$ cat config.mk
export PLATFORM = sky130hd
export DESIGN_NAME = keypad_scanner_flat
export DESIGN_NICKNAME = d
export VERILOG_FILES = /design/src/rtl/keypad_codes_pkg.sv /design/src/rtl/keypad_scanner_if.sv /design/src/rtl/keypad_keymap.sv /design/src/rtl/keypad_scanner.sv /design/src/flat_wrapper.sv
export SDC_FILE = /design/constraint.sdc
export NUM_CORES = 1
export LEC_CHECK = 0
export ABC_CLOCK_PERIOD_IN_PS = 5450
export BUFFER_PORTS_ARGS = -buffer_cell sky130_fd_sc_hd__buf_2
export CORE_ASPECT_RATIO = 1.5
export CORE_MARGIN = 2
export CORE_UTILIZATION = 57
export DETAILED_ROUTE_END_ITERATION = 8
export PLACE_DENSITY = 0.73
export SLEW_MARGIN = 30
export SYNTH_ARGS = -nofsm -noshare
export SYNTH_HDL_FRONTEND = slang
export SYNTH_HIERARCHICAL = 1
export SYNTH_SLANG_ARGS = --single-unit
export TNS_END_PERCENT = 100
$ cat constraint.sdc
create_clock -name clk -period 5.45 [get_ports clk]
set_input_delay 1.09 -clock clk [delete_from_list [all_inputs] [get_ports clk]]
set_output_delay 1.09 -clock clk [all_outputs]
set_load 0.02 [all_outputs]
$ cat src/rtl/keypad_codes_pkg.sv
// keypad_codes: key-code constants and scanner state encoding, shared by the
// keypad scanner and the calculator FSM. It also holds two small helpers for
// active-low row/column vectors.
package keypad_codes;

  localparam logic [7:0] encout_0     = 8'h00;
  localparam logic [7:0] encout_1     = 8'h01;
  localparam logic [7:0] encout_2     = 8'h02;
  localparam logic [7:0] encout_3     = 8'h03;
  localparam logic [7:0] encout_4     = 8'h04;
  localparam logic [7:0] encout_5     = 8'h05;
  localparam logic [7:0] encout_6     = 8'h06;
  localparam logic [7:0] encout_7     = 8'h07;
  localparam logic [7:0] encout_8     = 8'h08;
  localparam logic [7:0] encout_9     = 8'h09;
  localparam logic [7:0] encout_Add   = 8'hF0;
  localparam logic [7:0] encout_Sub   = 8'hF1;
  localparam logic [7:0] encout_Mul   = 8'hF2;
  localparam logic [7:0] encout_Div   = 8'hF3;
  localparam logic [7:0] encout_Clear = 8'h80;
  localparam logic [7:0] encout_Equ   = 8'h81;
  localparam logic [7:0] encout_Idle  = 8'hFF;

  typedef enum logic [1:0] {
    SCAN     = 2'd0,
    PRESS_DB = 2'd1,
    HELD     = 2'd2,
    REL_DB   = 2'd3
  } kp_state_e;

  // True when exactly one bit of an active-low vector is low.
  function automatic logic one_low(input logic [3:0] v);
    return ($countones(~v) == 1);
  endfunction

  // Index of the low bit of an active-low one-hot vector.
  function automatic logic [1:0] low_idx(input logic [3:0] v);
    logic [1:0] idx;
    idx = 2'd0;
    for (int i = 0; i < 4; i++) begin
      if (!v[i]) idx = 2'(i);
    end
    return idx;
  endfunction

endpackage

$ cat src/rtl/keypad_scanner_if.sv
// keypad_scanner_if: keypad matrix lines plus the decoded key outputs.
//   row       keypad rows, active-low
//   col       column strobes, active-low one-hot
//   code      key code, 8'hFF when idle
//   pressed   debounced key-held level
//   key_valid one-cycle pulse on press acceptance
// master = scanner side, slave = keypad / consumer side.
interface keypad_scanner_if;
  logic [3:0] row;
  logic [3:0] col;
  logic [7:0] code;
  logic       pressed;
  logic       key_valid;

  modport master (input row, output col, output code, output pressed, output key_valid);
  modport slave  (output row, input col, input code, input pressed, input key_valid);
endinterface

$ cat src/rtl/keypad_keymap.sv
// keypad_keymap: combinational (row index, column index) -> 8-bit key code.
//   r_idx  row index 0..3
//   c_idx  column index 0..3
//   code   key code from keypad_codes
module keypad_keymap
  import keypad_codes::*;
(
  input  logic [1:0] r_idx,
  input  logic [1:0] c_idx,
  output logic [7:0] code
);
  always_comb begin
    code = encout_Idle;
    case ({r_idx, c_idx})
      4'h0: code = encout_1;
      4'h1: code = encout_2;
      4'h2: code = encout_3;
      4'h3: code = encout_Add;
      4'h4: code = encout_4;
      4'h5: code = encout_5;
      4'h6: code = encout_6;
      4'h7: code = encout_Sub;
      4'h8: code = encout_7;
      4'h9: code = encout_8;
      4'hA: code = encout_9;
      4'hB: code = encout_Mul;
      4'hC: code = encout_Clear;
      4'hD: code = encout_0;
      4'hE: code = encout_Equ;
      4'hF: code = encout_Div;
      default: code = encout_Idle;
    endcase
  end
endmodule

$ cat src/rtl/keypad_scanner.sv
// keypad_scanner: 4x4 matrix keypad scanner with press/release debounce.
//   clk  system clock
//   rst  synchronous active-high reset
//   kp   keypad_scanner_if.master: row in; col, code, pressed, key_valid out
// Every output comes straight from a flop, so no combinational path runs from
// row to the outputs.
module keypad_scanner
  import keypad_codes::*;
#(
  parameter int SCAN_DIV     = 1000,
  parameter int DEBOUNCE_CNT = 50000
) (
  input logic              clk,
  input logic              rst,
  keypad_scanner_if.master kp
);
  localparam int MAX_CNT = (SCAN_DIV > DEBOUNCE_CNT) ? SCAN_DIV : DEBOUNCE_CNT;
  localparam int CW      = $clog2(MAX_CNT) + 1;
  localparam logic [CW-1:0] DIV_LAST = CW'(SCAN_DIV - 1);
  localparam logic [CW-1:0] DB_LAST  = CW'(DEBOUNCE_CNT - 1);
  localparam logic [CW-1:0] CNT_ONE  = CW'(1);
  localparam logic [3:0]    ROW_IDLE = 4'hF;
  localparam logic [3:0]    COL_RST  = 4'b1110;

  kp_state_e     state_q, state_d;
  logic [3:0]    col_q, col_d;
  logic [CW-1:0] div_cnt_q, div_cnt_d;
  logic [CW-1:0] db_cnt_q, db_cnt_d;
  logic [3:0]    cand_row_q, cand_row_d;
  logic [1:0]    cand_r_q, cand_r_d;
  logic [7:0]    code_q, code_d;
  logic          pressed_q, pressed_d;
  logic          key_valid_q, key_valid_d;
  logic [7:0]    map_code;

  // col stays frozen from candidate latch until release, so its index is the
  // candidate column.
  keypad_keymap u_keymap (
    .r_idx (cand_r_q),
    .c_idx (low_idx(col_q)),
    .code  (map_code)
  );

  always_comb begin
    state_d     = state_q;
    col_d       = col_q;
    div_cnt_d   = div_cnt_q;
    db_cnt_d    = db_cnt_q;
    cand_row_d  = cand_row_q;
    cand_r_d    = cand_r_q;
    code_d      = code_q;
    pressed_d   = pressed_q;
    key_valid_d = 1'b0;
    case (state_q)
      SCAN: begin
        if (div_cnt_q == DIV_LAST) begin
          div_cnt_d = '0;
          if (one_low(kp.row)) begin
            cand_row_d = kp.row;
            cand_r_d   = low_idx(kp.row);
            db_cnt_d   = '0;
            state_d    = PRESS_DB;
          end else begin
            col_d = {col_q[2:0], col_q[3]};
          end
        end else begin
          div_cnt_d = div_cnt_q + CNT_ONE;
        end
      end
      PRESS_DB: begin
        if (kp.row == cand_row_q) begin
          if (db_cnt_q == DB_LAST) begin
            state_d     = HELD;
            code_d      = map_code;
            pressed_d   = 1'b1;
            key_valid_d = 1'b1;
          end else begin
            db_cnt_d = db_cnt_q + CNT_ONE;
          end
        end else begin
          // Bounce during the press: abandon this candidate and move on.
          state_d   = SCAN;
          col_d     = {col_q[2:0], col_q[3]};
          div_cnt_d = '0;
        end
      end
      HELD: begin
        // Only a full release matters; extra keys on this column are ignored.
        if (kp.row == ROW_IDLE) begin
          db_cnt_d = '0;
          state_d  = REL_DB;
        end
      end
      REL_DB: begin
        if (kp.row == ROW_IDLE) begin
          if (db_cnt_q == DB_LAST) begin
            state_d   = SCAN;
            pressed_d = 1'b0;
            code_d    = encout_Idle;
            col_d     = {col_q[2:0], col_q[3]};
            div_cnt_d = '0;
          end else begin
            db_cnt_d = db_cnt_q + CNT_ONE;
          end
        end else begin
          db_cnt_d = '0;
        end
      end
      default: state_d = SCAN;
    endcase
  end

  always_ff @(posedge clk) begin
    if (rst) begin
      state_q     <= SCAN;
      col_q       <= COL_RST;
      div_cnt_q   <= '0;
      db_cnt_q    <= '0;
      cand_row_q  <= ROW_IDLE;
      cand_r_q    <= 2'd0;
      code_q      <= encout_Idle;
      pressed_q   <= 1'b0;
      key_valid_q <= 1'b0;
    end else begin
      state_q     <= state_d;
      col_q       <= col_d;
      div_cnt_q   <= div_cnt_d;
      db_cnt_q    <= db_cnt_d;
      cand_row_q  <= cand_row_d;
      cand_r_q    <= cand_r_d;
      code_q      <= code_d;
      pressed_q   <= pressed_d;
      key_valid_q <= key_valid_d;
    end
  end

  assign kp.col       = col_q;
  assign kp.code      = code_q;
  assign kp.pressed   = pressed_q;
  assign kp.key_valid = key_valid_q;

endmodule

$ cat src/flat_wrapper.sv
// flat-port wrapper written by rule: the top's interface ports become plain ports
module keypad_scanner_flat import keypad_codes::*;
#(
  parameter int SCAN_DIV     = 1000,
  parameter int DEBOUNCE_CNT = 50000
)
  (clk, rst, kp_row, kp_col, kp_code, kp_pressed, kp_key_valid);
  keypad_scanner_if kp_i ();
  input logic clk;
  input logic rst;
  input wire logic [$bits(kp_i.row)-1:0] kp_row;
  output wire logic [$bits(kp_i.col)-1:0] kp_col;
  output wire logic [$bits(kp_i.code)-1:0] kp_code;
  output wire logic [$bits(kp_i.pressed)-1:0] kp_pressed;
  output wire logic [$bits(kp_i.key_valid)-1:0] kp_key_valid;
  assign kp_i.row = kp_row;
  assign kp_col = kp_i.col;
  assign kp_code = kp_i.code;
  assign kp_pressed = kp_i.pressed;
  assign kp_key_valid = kp_i.key_valid;
  keypad_scanner #(.SCAN_DIV(SCAN_DIV), .DEBOUNCE_CNT(DEBOUNCE_CNT)) u_core (.clk(clk), .rst(rst), .kp(kp_i));
endmodule
==> impl_metrics.toml <==
[clock_network]
postCtsSetupBuffers = 0
ctsResizeCount = 0
cts.sink_count = 56
cts_tree = "done"
ctsHtreeMaxLevel = 2
clk_path_buf_depth = 2
ctsHoldBuffers = 0
cts-buffers-inserted = 5
clkLatencyLatePin_ns = 0.31
cts.clk_slew.worst_paths_ns = 0.10
cts-root-buf = "clkbuf_8"

[sta]
finClkSkew_ns = 0.00555
fin_crit_sh = 0.746
fin_setup_tns_ns = 0
fin_crit_ns = 4.07
worst_slew_pin_slew_ns = 0.885
slew_headroom = 0.408
setup_viol = 0
clock.fmax_mhz = 246
slew_viol_final = 0
hold_viol = 0
rsz0062_at_grt = "false"

[placement]
gp_congestion = 0.871
port_buffers = 19
dp_hpwl_um = 5280

[layout]
drive_gt1_frac = 0.115
nNetsFinal = 419
mostFrequentLayoutCells = "56 x dfxtp_1, 31 x a21oi_1, 26 x nand2_1"
n_antenna_cell = 0
final_common_cell = "dfxtp_1"
final_core_util = 0.626
syn_to_final_growth_pct = 6.06

[global_route]
gr-total-overflow = 0
grt_pass1_vias = 2752
grt_pass1_wl_um = 12400
track_usage = 0.247
grt_antenna_before_repair = 0
grt_start_max_net_pins = 39

[synthesis]
yosys_register_bits = 56
syn_avg_cell_area_um2 = 8.28
yosysUniqueCellTypes = 52
synth-main-ff-cell = "dfxtp_1"
postSynthCellCount = 391
syn-cell-area_mm2 = 0.00324
synth_edf_count = 0
synth_top_cell_by_area = "dfxtp_1"
synth_nets = 412
synth_top_family_by_area = "simple AND/OR/NAND/NOR gates"
synth_compound_area_frac = 0.184
synth_top_area_share = 0.346
synth_area_leaders = "dfxtp_1 35%, ha_1 5.4%, o31ai_1 5.3%"
synth_adder_area_share = 0.0603
synthMuxAreaShare = 0.0309
ys_warn_count = 6
synth-seq-area-share = 0.346
async_flop_share = 0
yosys.area_share.simple = 0.312
post_synth_xor_area_fraction = 0.0135

[floorplanning]
dieArea_mm2 = 0.00631
ios = 20
die_w_um = 65.6
num_rows = 33
start_util = 0.590
core-area_mm2 = 0.00549
chipHeight_um = 96.3

[critical_path]
reg2reg_depth = 6
critPathSlowestCell = "or4_1"
r2r-start = "u_core/div_cnt_q[0]"
crit_path_start_kind = "input pin"
rr_endpoint = "u_core/db_cnt_q[7]"
path_delay_family = "simple AND/OR/NAND/NOR gates"
cpPeakStageDelay_ns = 0.67
worstPathArrival_ns = 4.31
endpoint_kind = "flip-flop"
cp.required_ns = 5.70
startpoint = "kp_row[0]"
r2r_slack_ns = 2.71
worst-path-buf-inv = 2
crit_type = "input pin to flip-flop"
critPathMostFrequentCell = "ha_1"
cp.depth = 10
cp_cell_sequence = "buf_2 -> fa_1 -> inv_1 -> ha_1 -> ha_1 -> nor3b_1 -> a2bb2oi_1 -> nand3_1 -> or4_1 -> a21oi_1"
crit_fanout = 20

[drt]
wirelength_um = 7360
routedWlPerCell_um = 15.7
vias = 2988
vias_per_cell = 6.37
antenna_left = 0
dr.pass1.iters = 5
drc = 0
drt_iter0_drc = 176

[hold_path]
hp-start = "u_core/kp.pressed"
min_to = "u_core/kp.pressed"
hold_class = "flip-flop to flip-flop"
holdPathStages = 2

[status]
status = "finished clean"

[power_and_ir_drop]
ir_worst_vdd_mv = 0.114
powerDensity_mw_per_mm2 = 200
power_leakage_nw = 1.17

[flow_run]
maxCapViolations = 0
area by class of cell:
class                   count  area [µm²]
multi-input cells         296        1950
inverters                  16        60.1
clock inverters             2        13.8
fillers                   512        2060
repair buffers             23         125
well taps                  70        87.6
flip-flops and latches     56        1120
clock buffers               6        82.6
how the worst max path moves through the flow:
stage                                endpoint
after global routing      u_core/db_cnt_q[13]
after CTS                  u_core/db_cnt_q[7]
after global placement     u_core/db_cnt_q[9]
final                      u_core/db_cnt_q[7]
after floorplan            u_core/db_cnt_q[9]
after detailed placement   u_core/db_cnt_q[7]
worst register-to-register path: stages, from the launching register on:
cell	delay [ns]
dfxtp_1	0.40
ha_1	0.27
nor4bb_1	0.40
a41o_1	0.32
nand3_1	0.47
or4_1	0.67
a21oi_1	0.15
stage by stage:
stage | total power, W | cell area, µm² | hold WS, ns | setup slack, ns | cells
after floorplan | 0.000445 | 3240 | 0.452 | 1.83 | 391
after global placement | 0.000456 | 3340 | 0.440 | 1.15 | 461
after detailed placement | 0.000456 | 3340 | 0.462 | 1.08 | 461
after CTS | 0.000696 | 3440 | 0.477 | 1.39 | 469
after global routing | 0.000713 | 3440 | 0.501 | 1.14 | 469
final | 0.000688 | 3440 | 0.485 | 1.38 | 469
sequential cells by signal, summed over array words and instances (netlist names), named ones only:
register	flops
u_core/cand_row_q	4
u_core/cand_r_q	2
u_core/state_q	1
u_core/kp.pressed	1
u_core/div_cnt_q	17
u_core/kp.key_valid	1
u_core/db_cnt_q	17
u_core/kp.code	8
u_core/kp.col	4
cell families after synthesis:
| logic type | Yosys count |
|---|---|
| DFF | 56 |
| buffers and inverters | 39 |
| AOI/OAI and AO/OA | 95 |
| muxes | 10 |
| xor gates and xnor gates | 5 |
| and+or+nand+nor | 171 |
| adders and majority gates | 15 |
Yosys cell counts, types with 2 or more instances:
master and number:
nor3_1 13, nand2b_1 3, xnor2_1 4, o31ai_1 23, and2_1 3, nand3_1 18
and4bb_2 2, and3_1 6, or3_1 9, o21ai_1 2, or3b_1 2, nor2b_1 2
ha_1 14, a21oi_1 31, nor4b_2 2, mux2i_1 10, nand4_1 18, dfxtp_1 56
a21oi_2 3, nand2_1 26, nor2_1 25, or4_4 3, or4_1 20, and4_1 3
buf_2 3, buf_4 2, inv_1 16, a41o_1 2, clkbuf_1 16, nor3b_1 3
o21ai_0 24, nor4_1 5, buf_6 2, a211oi_1 2
metal layers:
layer,vias up,global-route usage,routed length (µm)
met1,1433,0.275,3010
met3,12,0.0316,205
li1,1486,-,-
met4,0,0.109,148
met2,57,0.461,4000
met5,-,0,0
report_power, final:
group	switching, W	internal (W)
clock	0.000137	0.000104
combinational	0.0000223	0.0000115
sequential	0.00000218	0.000411
(Power assumes the default switching activity.)
